`config.mk`:
```
export PLATFORM = sky130hd
export DESIGN_NAME = game_state_controller
export DESIGN_NICKNAME = d
export VERILOG_FILES = /design/src/rtl/game_state_controller_pkg.sv /design/src/rtl/game_state_controller_state_timer.sv /design/src/rtl/game_state_controller.sv
export SDC_FILE = /design/constraint.sdc
export NUM_CORES = 1
export LEC_CHECK = 0
export BUFFER_PORTS_ARGS = -buffer_cell sky130_fd_sc_hd__buf_2
export CORE_UTILIZATION = 53
export CTS_CLUSTER_SIZE = 25
export DETAILED_ROUTE_END_ITERATION = 10
export GPL_TIMING_DRIVEN = 0
export PLACE_DENSITY = 0.78
export SETUP_SLACK_MARGIN = 0.15
export SYNTH_ARGS = -nofsm -noshare
export SYNTH_HDL_FRONTEND = slang
export SYNTH_SLANG_ARGS = --single-unit
```
`constraint.sdc`:
```
create_clock -name i_Clk -period 2.22 [get_ports i_Clk]
set_input_delay 0.444 -clock i_Clk [delete_from_list [all_inputs] [get_ports i_Clk]]
set_output_delay 0.444 -clock i_Clk [all_outputs]
set_load 0.01 [all_outputs]
```
`src/rtl/game_state_controller_pkg.sv`:
```
// Shared encodings and parameter defaults for the frog game state controller.
package game_state_controller_pkg;

   typedef enum logic [1:0] {
      IDLE      = 2'd0,
      RUNNING   = 2'd1,
      RESPAWN   = 2'd2,
      GAME_OVER = 2'd3
   } state_t;

   localparam logic [1:0] DIR_UP = 2'd0;
   localparam logic [1:0] DIR_LT = 2'd1;
   localparam logic [1:0] DIR_RT = 2'd2;
   localparam logic [1:0] DIR_DN = 2'd3;

   localparam int DEF_START_LIVES       = 3;
   localparam int DEF_MAX_LIVES         = 5;
   localparam int DEF_START_HOLD_CYCLES = 4;
   localparam int DEF_INVULN_CYCLES     = 8;
   localparam int DEF_GAME_OVER_CYCLES  = 16;
   localparam int DEF_MAX_LEVEL         = 15;
   localparam int DEF_LEVEL_W           = 4;
   localparam int DEF_EXTRA_LIFE_EVERY  = 2;

   function automatic int max_int(input int a, input int b);
      return (a > b) ? a : b;
   endfunction

endpackage

```
`src/rtl/game_state_controller_state_timer.sv`:
```
// Loadable down-counter shared by the RESPAWN and GAME_OVER windows.
module state_timer #(
   parameter int WIDTH = 4
) (
   input  logic             i_Clk,
   input  logic             i_Reset,
   input  logic             i_Load,
   input  logic [WIDTH-1:0] i_Value,
   output logic             o_Zero
);

   logic [WIDTH-1:0] count;

   always_ff @(posedge i_Clk) begin
      if (i_Reset)
         count <= '0;
      else if (i_Load)
         count <= i_Value;
      else if (count != '0)
         count <= count - WIDTH'(1);
   end

   assign o_Zero = (count == '0);

endmodule

```
`src/rtl/game_state_controller.sv`:
```
// Game sequencing: start qualification, lives, levels/bonus lives, respawn
// invulnerability, timed game-over screen and frog facing direction.
module game_state_controller
   import game_state_controller_pkg::*;
#(
   parameter int START_LIVES       = DEF_START_LIVES,
   parameter int MAX_LIVES         = DEF_MAX_LIVES,
   parameter int LIFE_W            = $clog2(MAX_LIVES + 1),
   parameter int START_HOLD_CYCLES = DEF_START_HOLD_CYCLES,
   parameter int INVULN_CYCLES     = DEF_INVULN_CYCLES,
   parameter int GAME_OVER_CYCLES  = DEF_GAME_OVER_CYCLES,
   parameter int MAX_LEVEL         = DEF_MAX_LEVEL,
   parameter int LEVEL_W           = DEF_LEVEL_W,
   parameter int EXTRA_LIFE_EVERY  = DEF_EXTRA_LIFE_EVERY
) (
   input  logic               i_Clk,
   input  logic               i_Reset,
   input  logic [3:0]         i_Switch,
   input  logic               i_Has_Collided,
   input  logic               i_Level_Up,
   output logic               o_Game_Active,
   output logic [1:0]         o_State,
   output logic [LIFE_W-1:0]  o_Lives,
   output logic [MAX_LIVES-1:0] o_Life_LEDs,
   output logic [LEVEL_W-1:0] o_Level,
   output logic               o_Respawn,
   output logic [1:0]         o_Frog_Direction
);

   localparam int TIMER_W   = max_int($clog2(max_int(INVULN_CYCLES, GAME_OVER_CYCLES)), 1);
   localparam int HOLD_W    = max_int($clog2(START_HOLD_CYCLES + 1), 1);
   localparam int BONUS_DIV = (EXTRA_LIFE_EVERY == 0) ? 1 : EXTRA_LIFE_EVERY;

   state_t               state, state_nx;
   logic [LIFE_W-1:0]    lives, lives_nx;
   logic [LEVEL_W-1:0]   level, level_nx;
   logic [1:0]           dir, dir_nx;
   logic [HOLD_W-1:0]    hold, hold_nx;
   logic                 prev;
   logic                 respawn, respawn_nx;
   logic                 timer_load;
   logic [TIMER_W-1:0]   timer_value;
   logic                 timer_zero;

   logic                 col_edge, all_sw, level_at_max, bonus_ok;
   logic [LEVEL_W-1:0]   level_inc;
   logic [LIFE_W-1:0]    lives_inc;

   assign col_edge     = i_Has_Collided & ~prev;
   assign all_sw       = (i_Switch == 4'b1111);
   assign level_at_max = (level == LEVEL_W'(MAX_LEVEL));
   assign level_inc    = level_at_max ? level : level + LEVEL_W'(1);
   assign lives_inc    = (lives == LIFE_W'(MAX_LIVES)) ? lives : lives + LIFE_W'(1);
   assign bonus_ok     = (EXTRA_LIFE_EVERY != 0) && !level_at_max &&
                         ((32'(level_inc) % BONUS_DIV) == 0);

   state_timer #(.WIDTH(TIMER_W)) u_timer (
      .i_Clk   (i_Clk),
      .i_Reset (i_Reset),
      .i_Load  (timer_load),
      .i_Value (timer_value),
      .o_Zero  (timer_zero)
   );

   always_ff @(posedge i_Clk) begin
      if (i_Reset) begin
         state   <= IDLE;
         lives   <= LIFE_W'(START_LIVES);
         level   <= '0;
         dir     <= DIR_UP;
         hold    <= '0;
         prev    <= 1'b0;
         respawn <= 1'b0;
      end else begin
         state   <= state_nx;
         lives   <= lives_nx;
         level   <= level_nx;
         dir     <= dir_nx;
         hold    <= hold_nx;
         prev    <= i_Has_Collided;
         respawn <= respawn_nx;
      end
   end

   always_comb begin
      state_nx    = state;
      lives_nx    = lives;
      level_nx    = level;
      hold_nx     = '0;
      respawn_nx  = 1'b0;
      timer_load  = 1'b0;
      timer_value = '0;
      case (state)
         IDLE: begin
            if (all_sw) begin
               if (hold == HOLD_W'(START_HOLD_CYCLES - 1)) begin
                  state_nx = RUNNING;
                  lives_nx = LIFE_W'(START_LIVES);
                  level_nx = '0;
               end else begin
                  hold_nx = hold + HOLD_W'(1);
               end
            end
         end
         RUNNING: begin
            if (i_Level_Up) begin
               level_nx = level_inc;
               // a hit in the same cycle forfeits the bonus
               if (bonus_ok && !col_edge)
                  lives_nx = lives_inc;
            end
            if (col_edge) begin
               if (lives > LIFE_W'(1)) begin
                  lives_nx    = lives - LIFE_W'(1);
                  respawn_nx  = 1'b1;
                  state_nx    = RESPAWN;
                  timer_load  = 1'b1;
                  timer_value = TIMER_W'(INVULN_CYCLES - 1);
               end else begin
                  lives_nx    = '0;
                  state_nx    = GAME_OVER;
                  timer_load  = 1'b1;
                  timer_value = TIMER_W'(GAME_OVER_CYCLES - 1);
               end
            end
         end
         RESPAWN: begin
            if (i_Level_Up) begin
               level_nx = level_inc;
               if (bonus_ok)
                  lives_nx = lives_inc;
            end
            if (timer_zero)
               state_nx = RUNNING;
         end
         GAME_OVER: begin
            if (timer_zero)
               state_nx = IDLE;
         end
         default: state_nx = IDLE;
      endcase
   end

   always_comb begin
      dir_nx = dir;
      if (i_Switch[0])      dir_nx = DIR_UP;
      else if (i_Switch[1]) dir_nx = DIR_LT;
      else if (i_Switch[2]) dir_nx = DIR_RT;
      else if (i_Switch[3]) dir_nx = DIR_DN;
      else if (col_edge)    dir_nx = DIR_UP;
   end

   assign o_State          = state;
   assign o_Game_Active    = (state == RUNNING) || (state == RESPAWN);
   assign o_Lives          = lives;
   assign o_Level          = level;
   assign o_Respawn        = respawn;
   assign o_Frog_Direction = dir;

   for (genvar i = 0; i < MAX_LIVES; i++) begin : g_led
      assign o_Life_LEDs[i] = (lives > LIFE_W'(i));
   end

endmodule
```
==> results of run 1 <==
==> cells in the final DEF (no fill, tap or decap), types with 2 or more instances in the layout <==
master	synthesis	final
nor2b_1	2	2
a31oi_1	3	2
buf_2	1	26
nor3_1	3	3
nand3_1	4	4
a211oi_1	2	2
o21ai_0	7	7
nor2_1	17	17
a21oi_1	13	13
inv_1	12	12
o31ai_1	2	2
o21a_1	3	3
nand2_1	14	14
ha_1	16	16
dfxtp_1	20	19
clkbuf_4	0	3
==> state kept, by name (all words and copies together), names as in the netlist <==
register / cells
prev: 1
o_State: 2
o_Level: 4
o_Lives: 3
o_Respawn: 1
u_timer.count: 4
o_Frog_Direction: 2
hold: 3
==> kinds of logic after synthesis <==
family	count (synthesis)
buffers and inverters	15
DFF	20
and+or+nand+nor	50
adders and majority gates	16
AOI/OAI and AO/OA	41
muxes	2
xor gates and xnor gates	1
==> worst register-to-register path: stages (launching register included) <==
cell     delay (ns)
dfxtp_1        0.44
inv_1          0.09
ha_1           0.30
buf_2          0.18
nor2b_1        0.15
a31oi_2        0.07
nor2_1         0.23
o21ai_0        0.13
a31o_1         0.22
==> final cells by class <==
type	count	area, um^2	share of cell area
flip-flops and latches	20	402	0.286
clock buffers	3	22.5	0.0161
plain buffers	2	8.76	0.00624
repair buffers	25	125	0.0892
well taps	27	33.8	0.0241
multi-input cells	110	762	0.543
inverters	13	48.8	0.0348
==> power groups by stage <==
stage	Sequential, mW	Combinational, mW	Clock [mW]
CTS	0.447	0.459	0.175
finish	0.447	0.465	0.169
detailed placement	0.456	0.456	0
global placement	0.449	0.434	0
floorplan	0.450	0.348	0
global route	0.453	0.525	0.193
==> metal layers <==
layer  wire length, um  track usage  vias to the layer above  part of all wire
met5                 0            0                        -                 0
met4                22       0.0714                        0            0.0090
met3                80       0.0278                        4             0.033
met2              1140        0.347                       19              0.47
met1              1200        0.291                      506              0.49
li1                  -            -                      568                 -
==> per-stage QoR <==
stage	hold slack [ns]	setup WS [ns]	total power, mW	area, um^2
floorplan	0.399	0.351	0.798	1210
global placement	0.408	0.349	0.883	1370
detailed placement	0.422	0.298	0.912	1370
CTS	0.321	0.221	1.08	1400
global route	0.313	0.168	1.17	1400
finish	0.334	0.316	1.08	1400
==> how the worst max path moves through the flow <==
stage                       startpoint                      end  depth (start not counted)
2_1_floorplan  o_State[0]$_SDFFE_PP0P_  o_Level[2]$_SDFFE_PP0P_                          8
3_3_place_gp   o_State[0]$_SDFFE_PP0P_  o_Level[2]$_SDFFE_PP0P_                          8
3_5_place_dp   o_State[0]$_SDFFE_PP0P_  o_Level[2]$_SDFFE_PP0P_                          8
4_1_cts        o_Lives[1]$_SDFFE_PP1P_           o_Life_LEDs[1]                          5
5_1_grt        o_State[1]$_SDFFE_PP0P_  o_Level[2]$_SDFFE_PP0P_                          8
6_report       o_Lives[1]$_SDFFE_PP1P_           o_Life_LEDs[1]                          5
==> repair_timing <==
item | in CTS | in global routing
buffers inserted | 0 | 0
endpoints found under the setup margin | 0 | 2
resized for setup | 0 | 2
==> flow_summary.toml, run 1 <==
[clocking]
clkTransAtPathRegs_ns = 0.11
insertion_delay_ns = 0.30
root_buffer = "clkbuf_4"
cts.sinks = 20
cts_tree = "built"
cts_hold_buf = 0
cts-buffers-inserted = 3
htree_levels = 1
cts_buffer_depth = 2

[place]
hpwl_um = 1900
gp_congestion = 0.853
post-place-cells = 197
portBuffers = 25

[power]
comb_power_share = 0.430
clockPowerShare = 0.156
switchingPower_mw = 0.419
cellPowerDensity_nw_per_um2 = 771
switching_share = 0.387
pwr-share-seq = 0.413
internal_power_mw = 0.663
p_leak_nw = 0.648
ir_worst_vdd_uv = 518

[yosys]
synth_cells = 145
synthXorXnorAreaFrac = 0.00722
synth_common_cells = "20 x dfxtp_1, 17 x nor2_1, 16 x ha_1, 14 x nand2_1, 13 x a21oi_1"
async_reset_ff_frac = 0
yosysWarnings = 0
syn_area_per_cell_um2 = 8.37
synth-seq-cells = 20
synth-compound-area-share = 0.226
muxShareOfSynthArea = 0.0175
synthAdderAreaFrac = 0.165
synth_area_leaders = "dfxtp_1 33%, ha_1 16%, a21oi_1 5.4%"
synth_area_leader_cell = "dfxtp_1"
ys_types = 41
synth_top_area_share = 0.330
seq_area_frac_synth = 0.330
syn_area_um2 = 1210
ys.flop_type = "dfxtp_1"
synth_simple_gate_area_frac = 0.207
synth_top_family_by_area = "compound AO/OA/AOI/OAI gates"
synth.most_common_cell = "dfxtp_1"
synth_edf_count = 0
synthesis.nets = 169

[setup_path]
critPathLaunchType = "register"
arrival_ns = 1.46
r2r-end = "o_Level[2]$_SDFFE_PP0P_"
crit_buf_inv = 2
r2r_cells = 8
reg2reg_slack_ns = 0.32
cp_top_family = "flip-flops"
crit_required_ns = 1.78
cpMaxStageDelayCell = "dfxtp_2"
end_kind = "output port"
crit_fanout = 8
r2r_start = "o_State[0]$_SDFFE_PP0P_"
path_cells = "inv_1 > ha_1 > o21bai_1 > nand2_1 > buf_2"
slowest_delay_ns = 0.41
path_class = "reg2out"

[finish]
fin_nets = 199
diodes = 0
final_cells = 200
finish.utilization = 0.680
layout-drive-gt1-share = 0.214
fillers = 182
synthToLayoutAreaGrowth_pct = 15.6

[timing]
clock.fmax_ghz = 0.525
rsz0062_at_grt = "no"
setup_violations = 0
slew_headroom = 0.680
skew_ns = 0.00369
worstMarginPinSlew_ns = 0.481
maxSlewViolCount = 0
tns_ns = 0
min_period_ns = 1.90
period_share = 0.858
hold_violations = 0

[die]
fp.dieW_um = 49.9
pin_count = 26
row_count = 16
core-area_um2 = 2060
initial_core_util = 0.589
die_area_um2 = 2490
die_h_um = 49.9

[drt]
routed-via-count = 1097
first_pass_iters = 4
routedWlPerCell_um = 12.2
dr.first_iter.drc_count = 32
wl_um = 2450
vias_per_cell = 5.49
ant_nets = 0
drc = 0

[grt]
grt_remaining_overflow = 0
grt_pass1_vias = 970
grt_max_degree = 11
grt_util_all_layers = 0.214
grt_pass1_wl_um = 4120
antenna_found_initial = 0

[run_status]
status = "completed"

[min_path]
hold_path_end = "o_Frog_Direction[0]$_SDFFE_PP0P_"
min_from = "i_Switch[0]"
min_path_cells = 2
hold_class = "in2reg"

[flow_run]
max-cap-violations = 0
Note: power is estimated with default switching activity, not from simulation.
==> inputs of run 2 (changes only) <==
--- a/config.mk
+++ b/config.mk
@@ -5,10 +5,12 @@
 export SDC_FILE = /design/constraint.sdc
 export NUM_CORES = 1
 export LEC_CHECK = 0
-export BUFFER_PORTS_ARGS = -buffer_cell sky130_fd_sc_hd__buf_2
+export BUFFER_PORTS_ARGS = -buffer_cell sky130_fd_sc_hd__buf_4
+export CORE_MARGIN = 3
 export CORE_UTILIZATION = 53
 export CTS_CLUSTER_SIZE = 25
 export DETAILED_ROUTE_END_ITERATION = 10
+export GPL_ROUTABILITY_DRIVEN = 0
 export GPL_TIMING_DRIVEN = 0
 export PLACE_DENSITY = 0.78
 export SETUP_SLACK_MARGIN = 0.15
==> run 2 against run 1 <==
  * Design area grew 6.5%
  * Highest routed layer unchanged
  * Critical path type unchanged
  * Critical path depth shrank 1
  * Clock power grew 79%
  * Combinational power is essentially flat
==> flow_summary.toml, run 2 (synthesis gave the netlist of run 1 again) <==
[run_status]
status = "completed"

[setup_path]
crit_required_ns = 1.78
arrival_ns = 1.49
path_class = "reg2out"
reg2reg_slack_ns = 0.30
end_kind = "output port"
critPathLaunchType = "register"
crit_fanout = 9
r2r-end = "o_Level[2]$_SDFFE_PP0P_"
r2r_start = "o_State[1]$_SDFFE_PP0P_"
r2r_cells = 8

[die]
die_h_um = 53.9
pin_count = 26
fp.dieW_um = 53.9
row_count = 16
core-area_um2 = 2060
die_area_um2 = 2900
initial_core_util = 0.589

[place]
post-place-cells = 197
hpwl_um = 1880
portBuffers = 25

[clocking]
cts_tree = "built"
cts_buffer_depth = 2
insertion_delay_ns = 0.31
cts_hold_buf = 0
post_cts_resized = 0
htree_levels = 1
cts-buffers-inserted = 3
clkTransAtPathRegs_ns = 0.12
cts.sinks = 20
cts_setup_buffers = 0
root_buffer = "clkbuf_4"

[drt]
ant_nets = 0
dr_wl_met3_um = 117
wl_met2_um = 1090
first_pass_iters = 4
vias_per_cell = 5.45
wl_um = 2420
routedWlPerCell_um = 12.0
dr.first_iter.drc_count = 21
highest_layer = "met4"
m1WireLength_um = 1170
routed-via-count = 1095
drc = 0

[grt]
antenna_found_initial = 0
grt_pass1_wl_um = 4020
grt_util_all_layers = 0.192
grt_pass1_vias = 949
grt_remaining_overflow = 0
grt_max_degree = 13

[timing]
setup_violations = 0
clock.fmax_ghz = 0.518
maxSlewViolCount = 0
hold_violations = 0
tns_ns = 0
rsz0062_at_grt = "no"
min_period_ns = 1.93
period_share = 0.870
skew_ns = 0.00638
slew_headroom = 0.653
worstMarginPinSlew_ns = 0.517

[min_path]
hold_class = "in2reg"
min_path_cells = 2
hold_path_end = "o_Frog_Direction[1]$_SDFFE_PP0P_"
min_from = "i_Switch[0]"

[finish]
final_cells = 201
final_cell_mix = "25 x buf_4, 18 x dfxtp_1, 17 x nor2_1"
fin_nets = 199
layout-drive-gt1-share = 0.224
diodes = 0
synthToLayoutAreaGrowth_pct = 23.1
final_common_cell = "buf_4"
finish.utilization = 0.725

[power]
cellPowerDensity_nw_per_um2 = 813
p_leak_nw = 0.677
ir_worst_vdd_uv = 759

[flow_run]
max-cap-violations = 0
[run 2: cell types whose count changed in the layout (fill, tap and decap cells not counted)]
cell        change
a31oi_2         -1
clkinvlp_4      +1
buf_4          +25
clkinv_1        -1
bufinv_16       +1
buf_2          -25
a31oi_1         +1
dfxtp_1         -1
dfxtp_2         +1
[run 2: power by group]
group	internal [mW]	switching (mW)
Sequential	0.405	0.0420
Clock	0.183	0.119
Combinational	0.209	0.257
Total	0.797	0.418
[run 2: stage by stage]
stage	power [mW]	area (um^2)	setup WS [ns]	hold WS (ns)
floorplan	0.798	1210	0.351	0.399
global placement	0.904	1440	0.327	0.408
detailed placement	0.919	1440	0.295	0.424
CTS	1.22	1490	0.206	0.291
global route	1.30	1490	0.157	0.286
finish	1.21	1490	0.288	0.296
[run 2: layout make-up]
cell class	instances	area (um^2)
Buffer	2	8.76
Tap cell	27	33.8
Inverter	13	52.6
Clock buffer	3	22.5
Multi-Input combinational cell	110	756
Sequential cell	20	403
Clock inverter	1	30.0
Timing Repair Buffer	25	188
Fill cell	183	568
[run 2: critical path: stages, from the launching register on]
cell,delay [ns]
dfxtp_1,0.48
clkinvlp_4,0.24
ha_1,0.24
nor2_1,0.10
buf_4,0.12
[run 2: worst max-delay path by stage]
stage | start | end | cells after the start
floorplan | o_State[0]$_SDFFE_PP0P_ | o_Level[2]$_SDFFE_PP0P_ | 8
global placement | o_State[0]$_SDFFE_PP0P_ | o_Level[2]$_SDFFE_PP0P_ | 8
detailed placement | o_State[0]$_SDFFE_PP0P_ | o_Level[2]$_SDFFE_PP0P_ | 8
CTS | o_Lives[1]$_SDFFE_PP1P_ | o_Life_LEDs[1] | 5
global route | o_State[1]$_SDFFE_PP0P_ | o_Level[2]$_SDFFE_PP0P_ | 8
finish | o_Lives[2]$_SDFFE_PP0P_ | o_Life_LEDs[3] | 4
[run 2: metal layers]
metal / vias up / GRT usage
li1: 573 / -
met1: 491 / 0.244
met2: 24 / 0.298
met3: 7 / 0.0609
met4: 0 / 0.0766
met5: - / 0
